`config.mk`:
```
export PLATFORM = sky130hd
export DESIGN_NAME = i2c_proc_if_flat
export DESIGN_NICKNAME = d
export VERILOG_FILES = /design/src/rtl/i2c_pkg.sv /design/src/rtl/i2c_proc_if_if.sv /design/src/rtl/i2c_addr_decode.sv /design/src/rtl/i2c_proc_if.sv /design/src/flat_wrapper.sv
export SDC_FILE = /design/constraint.sdc
export NUM_CORES = 1
export LEC_CHECK = 0
export CORE_UTILIZATION = 41
export CTS_BUF_LIST = sky130_fd_sc_hd__clkbuf_8
export DETAILED_ROUTE_END_ITERATION = 7
export GPL_TIMING_DRIVEN = 0
export PLACE_DENSITY = 0.89
export SYNTH_ARGS = -nofsm -noshare
export SYNTH_HDL_FRONTEND = slang
export SYNTH_SLANG_ARGS = --single-unit
```
`constraint.sdc`:
```
create_clock -name clk -period 2.4 [get_ports clk]
set_clock_uncertainty 0.1 [all_clocks]
set_input_delay 0.24 -clock clk [delete_from_list [all_inputs] [get_ports clk]]
set_output_delay 0.24 -clock clk [all_outputs]
set_load 0.02 [all_outputs]
```
`src/rtl/i2c_pkg.sv`:
```
// Shared constants for the I2C processor-side register block: register offsets,
// CR/SR bit positions and register reset values.
package i2c_pkg;
   localparam int NUM_REGS = 6;

   localparam int REG_PRER = 0;
   localparam int REG_ADR  = 1;
   localparam int REG_CR   = 2;
   localparam int REG_SR   = 3;
   localparam int REG_DR   = 4;
   localparam int REG_TOR  = 5;

   localparam int CR_EN   = 7;
   localparam int CR_IEN  = 6;
   localparam int CR_MODE = 5;
   localparam int CR_MRW  = 4;
   localparam int CR_ACK  = 3;
   localparam int CR_RSTA = 2;

   localparam int SR_TIP  = 7;
   localparam int SR_AAS  = 6;
   localparam int SR_BUSY = 5;
   localparam int SR_AL   = 4;
   localparam int SR_SRW  = 3;
   localparam int SR_TO   = 2;
   localparam int SR_IF   = 1;
   localparam int SR_RXAK = 0;

   localparam logic [7:0] PRER_RST = 8'h00;
   localparam logic [7:0] ADR_RST  = 8'h00;
   localparam logic [7:0] CR_RST   = 8'h00;
   localparam logic [7:0] DR_RST   = 8'h00;
   localparam logic [7:0] TOR_RST  = 8'hFF;
endpackage

```
`src/rtl/i2c_proc_if_if.sv`:
```
// Processor bus cycle signals: address, write data, strobes, direction and read data.
interface i2c_proc_if_if;
   logic [7:0] add_bus;
   logic [7:0] data_in;
   logic       as;
   logic       ds;
   logic       rw;
   logic [7:0] data_out;

   modport master (output add_bus, data_in, as, ds, rw, input data_out);
   modport slave  (input add_bus, data_in, as, ds, rw, output data_out);
endinterface

```
`src/rtl/i2c_addr_decode.sv`:
```
// First-cycle strobe detection plus one-hot per-register write enables and read selects.
module i2c_addr_decode
   import i2c_pkg::*;
#(
   parameter logic [7:0] BASE_ADDR = 8'h00
) (
   input  logic                clk,
   input  logic                rst,
   input  logic [7:0]          add_bus,
   input  logic                as,
   input  logic                ds,
   input  logic                rw,
   output logic [NUM_REGS-1:0] we,
   output logic [NUM_REGS-1:0] rd
);
   logic       acc, acc_d, first;
   logic [7:0] off;

   assign acc   = as & ds;
   assign first = acc & ~acc_d;
   // Wrapping subtract: addresses below BASE_ADDR land far outside 0..5.
   assign off   = add_bus - BASE_ADDR;

   always_ff @(posedge clk or negedge rst) begin
      if (!rst) acc_d <= 1'b0;
      else      acc_d <= acc;
   end

   for (genvar r = 0; r < NUM_REGS; r++) begin : g_sel
      assign we[r] = first & rw  & (off == 8'(r));
      assign rd[r] = acc   & ~rw & (off == 8'(r));
   end
endmodule

```
`src/rtl/i2c_proc_if.sv`:
```
// Processor-side register file of the I2C controller. Optional macro I2C_TIMEOUT_EN
// enables the TOR register, SR time_out bit, halt level and time_rst pulse.
module i2c_proc_if
   import i2c_pkg::*;
#(
   parameter logic [7:0] BASE_ADDR = 8'h00
) (
   input  logic             clk,
   input  logic             rst,
   i2c_proc_if_if.slave     bus,
   input  logic             bus_busy,
   input  logic             byte_trans,
   input  logic             slave_addressed,
   input  logic             arb_lost,
   input  logic             slave_rw,
   input  logic             inter,
   input  logic             ack_rec,
   input  logic             time_out,
   input  logic [7:0]       i2c_data,
   output logic             core_en,
   output logic             inter_en,
   output logic             mode,
   output logic             master_rw,
   output logic             ack,
   output logic             rep_start,
   output logic [7:0]       data,
   output logic [7:0]       slave_add,
   output logic [7:0]       time_out_reg,
   output logic [7:0]       prescale,
   output logic             irq,
   output logic             inter_rst,
   output logic             data_en,
   output logic             time_rst,
   output logic             halt,
   output logic [7:0]       data_out
);
   logic [NUM_REGS-1:0] we, rd;
   logic [7:2]          cr;
   logic                to_bit;
   logic [7:0]          sr_val, cr_val, rd_data;

   i2c_addr_decode #(.BASE_ADDR(BASE_ADDR)) u_dec (
      .clk     (clk),
      .rst     (rst),
      .add_bus (bus.add_bus),
      .as      (bus.as),
      .ds      (bus.ds),
      .rw      (bus.rw),
      .we      (we),
      .rd      (rd)
   );

   always_ff @(posedge clk or negedge rst) begin
      if (!rst) begin
         prescale  <= PRER_RST;
         slave_add <= ADR_RST;
         cr        <= CR_RST[7:2];
         data      <= DR_RST;
         data_en   <= 1'b0;
         inter_rst <= 1'b0;
         irq       <= 1'b0;
      end else begin
         if (we[REG_PRER]) prescale  <= bus.data_in;
         if (we[REG_ADR])  slave_add <= bus.data_in;
         // A CPU write to CR takes priority over the rep_start self-clear.
         if (we[REG_CR])       cr          <= bus.data_in[7:2];
         else if (byte_trans)  cr[CR_RSTA] <= 1'b0;
         if (we[REG_DR])   data      <= bus.data_in;
         data_en   <= we[REG_DR];
         inter_rst <= we[REG_SR] & bus.data_in[SR_IF];
         irq       <= inter & cr[CR_IEN];
      end
   end

`ifdef I2C_TIMEOUT_EN
   logic time_out_d;

   always_ff @(posedge clk or negedge rst) begin
      if (!rst) begin
         time_out_reg <= TOR_RST;
         time_out_d   <= 1'b0;
         time_rst     <= 1'b0;
         halt         <= 1'b0;
      end else begin
         if (we[REG_TOR]) time_out_reg <= bus.data_in;
         time_out_d <= time_out;
         time_rst   <= we[REG_SR] & bus.data_in[SR_TO];
         if (time_out & ~time_out_d)                halt <= 1'b1;
         else if (we[REG_SR] & bus.data_in[SR_TO])  halt <= 1'b0;
      end
   end

   assign to_bit = time_out;
`else
   logic unused_tmo;

   assign unused_tmo   = time_out;
   assign time_out_reg = 8'h00;
   assign time_rst     = 1'b0;
   assign halt         = 1'b0;
   assign to_bit       = 1'b0;
`endif

   assign core_en   = cr[CR_EN];
   assign inter_en  = cr[CR_IEN];
   assign mode      = cr[CR_MODE];
   assign master_rw = cr[CR_MRW];
   assign ack       = cr[CR_ACK];
   assign rep_start = cr[CR_RSTA];

   assign cr_val = {cr, 2'b00};
   assign sr_val = {byte_trans, slave_addressed, bus_busy, arb_lost,
                    slave_rw, to_bit, inter, ack_rec};

   // rd is one-hot (or zero for unmapped addresses / no read), so an OR-mux suffices.
   always_comb begin
      rd_data = 8'h00;
      if (rd[REG_PRER]) rd_data = rd_data | prescale;
      if (rd[REG_ADR])  rd_data = rd_data | slave_add;
      if (rd[REG_CR])   rd_data = rd_data | cr_val;
      if (rd[REG_SR])   rd_data = rd_data | sr_val;
      if (rd[REG_DR])   rd_data = rd_data | i2c_data;
      if (rd[REG_TOR])  rd_data = rd_data | time_out_reg;
   end

   assign data_out     = rd_data;
   assign bus.data_out = rd_data;
endmodule

```
`src/flat_wrapper.sv`:
```
// flat-port wrapper written by rule: the top's interface ports become plain ports
module i2c_proc_if_flat import i2c_pkg::*;
#(
   parameter logic [7:0] BASE_ADDR = 8'h00
)
  (clk, rst, bus_busy, byte_trans, slave_addressed, arb_lost, slave_rw, inter, ack_rec, time_out, i2c_data, core_en, inter_en, mode, master_rw, ack, rep_start, data, slave_add, time_out_reg, prescale, irq, inter_rst, data_en, time_rst, halt, data_out, bus_add_bus, bus_data_in, bus_as, bus_ds, bus_rw, bus_data_out);
  i2c_proc_if_if bus_i ();
  input  logic clk;
  input  logic rst;
  input  logic bus_busy;
  input  logic byte_trans;
  input  logic slave_addressed;
  input  logic arb_lost;
  input  logic slave_rw;
  input  logic inter;
  input  logic ack_rec;
  input  logic time_out;
  input  logic [7:0] i2c_data;
  output logic core_en;
  output logic inter_en;
  output logic mode;
  output logic master_rw;
  output logic ack;
  output logic rep_start;
  output logic [7:0] data;
  output logic [7:0] slave_add;
  output logic [7:0] time_out_reg;
  output logic [7:0] prescale;
  output logic irq;
  output logic inter_rst;
  output logic data_en;
  output logic time_rst;
  output logic halt;
  output logic [7:0] data_out;
  input wire logic [$bits(bus_i.add_bus)-1:0] bus_add_bus;
  input wire logic [$bits(bus_i.data_in)-1:0] bus_data_in;
  input wire logic [$bits(bus_i.as)-1:0] bus_as;
  input wire logic [$bits(bus_i.ds)-1:0] bus_ds;
  input wire logic [$bits(bus_i.rw)-1:0] bus_rw;
  output wire logic [$bits(bus_i.data_out)-1:0] bus_data_out;
  assign bus_i.add_bus = bus_add_bus;
  assign bus_i.data_in = bus_data_in;
  assign bus_i.as = bus_as;
  assign bus_i.ds = bus_ds;
  assign bus_i.rw = bus_rw;
  assign bus_data_out = bus_i.data_out;
  i2c_proc_if #(.BASE_ADDR(BASE_ADDR)) u_core (.clk(clk), .rst(rst), .bus(bus_i), .bus_busy(bus_busy), .byte_trans(byte_trans), .slave_addressed(slave_addressed), .arb_lost(arb_lost), .slave_rw(slave_rw), .inter(inter), .ack_rec(ack_rec), .time_out(time_out), .i2c_data(i2c_data), .core_en(core_en), .inter_en(inter_en), .mode(mode), .master_rw(master_rw), .ack(ack), .rep_start(rep_start), .data(data), .slave_add(slave_add), .time_out_reg(time_out_reg), .prescale(prescale), .irq(irq), .inter_rst(inter_rst), .data_en(data_en), .time_rst(time_rst), .halt(halt), .data_out(data_out));
endmodule
```
==> out/metrics.yaml <==
status:
  status: "finished clean"
detailed_routing:
  drt-initial-drc-count: 82
  wl_per_cell_um: 17.0
  drtAntennaViolNets: 0
  viasPerCell: 5.08
  wirelength_mm: 5.26
  drc: 0
  dr_total_vias: 1576
  drt-pass1-iter-count: 5
die:
  start_util_pct: 42.7
  rows: 24
  fp.dieW_um: 69.5
  design.core.area_sq_um: 4380
  die_area_sq_um: 4840
  die_h_um: 69.5
  io_pins: 96
setup_path:
  end_kind: "register"
  path_delay_family: "simple AND/OR/NAND/NOR gates"
  critPathLaunchType: "input port"
  critPathMaxFanout: 8
  worstPathCellList: "clkdlybuf4s50_1 -> or4b_4 -> buf_6 -> or4_4 -> buf_6 -> mux2_4"
  critical-path-max-stage-delay_ns: 0.56
  crit_top_cell: "buf_6"
  crit_path_top_delay_cell: "or4b_4"
  crit_required_ns: 2.47
  worstSetupPathType: "in -> reg"
  critPathArrivalTime_ns: 2.41
  path_buf_inv: 3
logic_synthesis:
  ys_ff_latch: 34
  netlist_top_cells_area: "dfrtp_1 45%, mux2_2 16%, buf_4 7.2%"
  synthMostInstantiatedCell: "dfrtp_1"
  ys_seq_area_share_pct: 45.5
  syn-cell-area_sq_um: 1870
  synth_commonest_cells: "34 x dfrtp_1, 27 x mux2_2, 18 x buf_4"
  synth_top_area_share_pct: 45.5
  async_flop_share_pct: 100
  synth_edf_count: 0
  ys_types: 36
  synth_cells: 147
  yosys_warnings: 0
  synthFlopType: "dfrtp_1"
  syn_area_per_cell_sq_um: 12.7
  synth_top_cell_by_area: "dfrtp_1"
power_and_ir_drop:
  seq_power_share_pct: 47.4
  power.internal_w: 0.000913
  p_switching_w: 0.000320
  p_sw_share_pct: 25.9
  ir_worst_vdd_mv: 0.293
  p_leak_nw: 1.46
  p_comb_share_pct: 15.9
  p_per_area_nw_per_um2: 402
  clockPowerShare_pct: 36.7
placement:
  place_area_sq_um: 2810
  hpwl_mm: 3.53
  port-buffer-count: 84
  dpl_worst_slack_ns: -0.833
  routabilityCongestion: 0.751
global_route:
  antenna_found_initial: 0
  grt_pass1_wl_mm: 8.22
  grtUsageTotal_pct: 22.3
  grt_pass1_vias: 1615
  grt_overflow: 0
  grt_max_degree: 35
clock_network:
  clk_path_buf_depth: 2
  cts_made_buffers: 5
  h-tree-depth: 2
  cts_sinks: 34
  clockRootBuffer: "clkbuf_8"
  clkTransAtPathRegs_ns: 0.07
  clkLatencyLatePin_ns: 0.29
  cts_tree: "built"
timing:
  worst_pin_slew_ns: 0.780
  max_slew_margin_pct: 48.0
  setup_viol: 0
  finalWorstSetupSlack_ns: 0.0628
  max_freq_ghz: 0.428
  whs_ns: 0.206
  period_minus_slack_ns: 2.34
  slew_violations: 0
  hold_viol_final: 0
  finalCritPeriodShare_pct: 97.4
  timing.setup.tns_ns: 0
final_layout:
  drive_gt1_share_pct: 41.1
  final_area_sq_um: 3070
  area_growth_syn_to_layout_pct: 63.9
  antennaDiodeCount: 0
  final_util_pct: 69.9
  layout.nets: 294
min_path:
  hp-class: "in -> reg"
run:
  drv_cap: 0
## power by group through the flow
stage	clock network, W	registers (W)	logic (W)
global route	0.000475	0.000585	0.000208
detailed placement	0	0.000595	0.000180
finish	0.000452	0.000584	0.000196
global placement	0	0.000595	0.000179
CTS	0.000457	0.000584	0.000192
floorplan	0	0.000602	0.0000746
## flip-flops by register name, indices dropped and copies added, names as in the netlist
| signal | flops |
|---|---|
| u_core.inter_rst | 1 |
| u_core.prescale | 8 |
| u_core.cr | 6 |
| u_core.data | 8 |
| u_core.u_dec.acc_d | 1 |
| u_core.irq | 1 |
| u_core.slave_add | 8 |
| u_core.data_en | 1 |
## worst register-to-register path, cell delays in order, from the launching register on
cell	delay [ns]
dfrtp_1	0.37
nand3b_1	0.37
or4_4	0.52
buf_6	0.17
mux2_4	0.31
## path summary, 6_finish.rpt
check                                              from                               to  slack, ns  cells after the start
hold reg to reg              u_core.data[3]$_DFFE_PN0P_       u_core.data[3]$_DFFE_PN0P_       0.41                      1
hold / removal                                   bus_rw       u_core.inter_rst$_DFF_PN0_       0.21                      3
max in group asynchronous                           rst   u_core.prescale[5]$_DFFE_PN0P_       1.24                      2
setup / recovery                         bus_add_bus[3]  u_core.slave_add[7]$_DFFE_PN0P_       0.06                      6
setup reg to reg           u_core.u_dec.acc_d$_DFF_PN0_  u_core.slave_add[7]$_DFFE_PN0P_       0.44                      4
min in group asynchronous                           rst       u_core.inter_rst$_DFF_PN0_       0.46                      2
## metrics by stage
stage,power (W),cells
floorplan,0.000676,156
global placement,0.000773,292
detailed placement,0.000775,292
CTS,0.00123,308
global route,0.00127,310
finish,0.00123,310
## layer usage
metal	global-route usage [%]	wire length, um
met1	27.4	2170
met2	37.6	2690
met3	6.40	341
met4	7.48	51
met5	0	0
## timing repair
item                                   4_1_cts  5_1_grt
endpoints found under the hold margin       34        0
setup endpoints to repair                   32       23
hold buffers                                 1        0
setup buffers                                8        3
gates resized for setup                     67       11
pin swaps                                    6        7
## cell type report
| cell class | count | area [sq um] |
|---|---|---|
| Clock inverter | 2 | 12.5 |
| Clock buffer | 6 | 82.6 |
| Multi-Input combinational cell | 95 | 965 |
| Sequential cell | 34 | 851 |
| Timing Repair Buffer | 96 | 900 |
| Inverter | 2 | 7.51 |
| Tap cell | 52 | 65.1 |
| Buffer | 23 | 184 |
| Fill cell | 325 | 1320 |
## logic make-up after synthesis
family / count (synthesis) / synth area share (%)
other cells: 1 / 0.200
simple gates: 28 / 10.8
buf+inv: 27 / 10.6
compound gates: 13 / 4.75
mux: 44 / 28.2
flops: 34 / 45.5
## placed cells by master (no fill, tap or decap), types with 2 or more instances in the layout
cell and n:
nor4_4 3, mux2_2 27, dlygate4sd2_1 6, nor2b_1 2
nand2_1 3, clkbuf_8 7, nand2b_1 2, o32ai_4 2
and2_1 2, inv_1 2, o22ai_2 4, nor3_1 2
mux2_4 8, mux2i_1 8, nor2_1 2, dfrtp_1 34
a22oi_1 3, clkdlybuf4s50_1 64, buf_2 9, a21oi_1 3
conb_1 10, buf_4 28, buf_6 4
(Power assumes the default switching activity.)
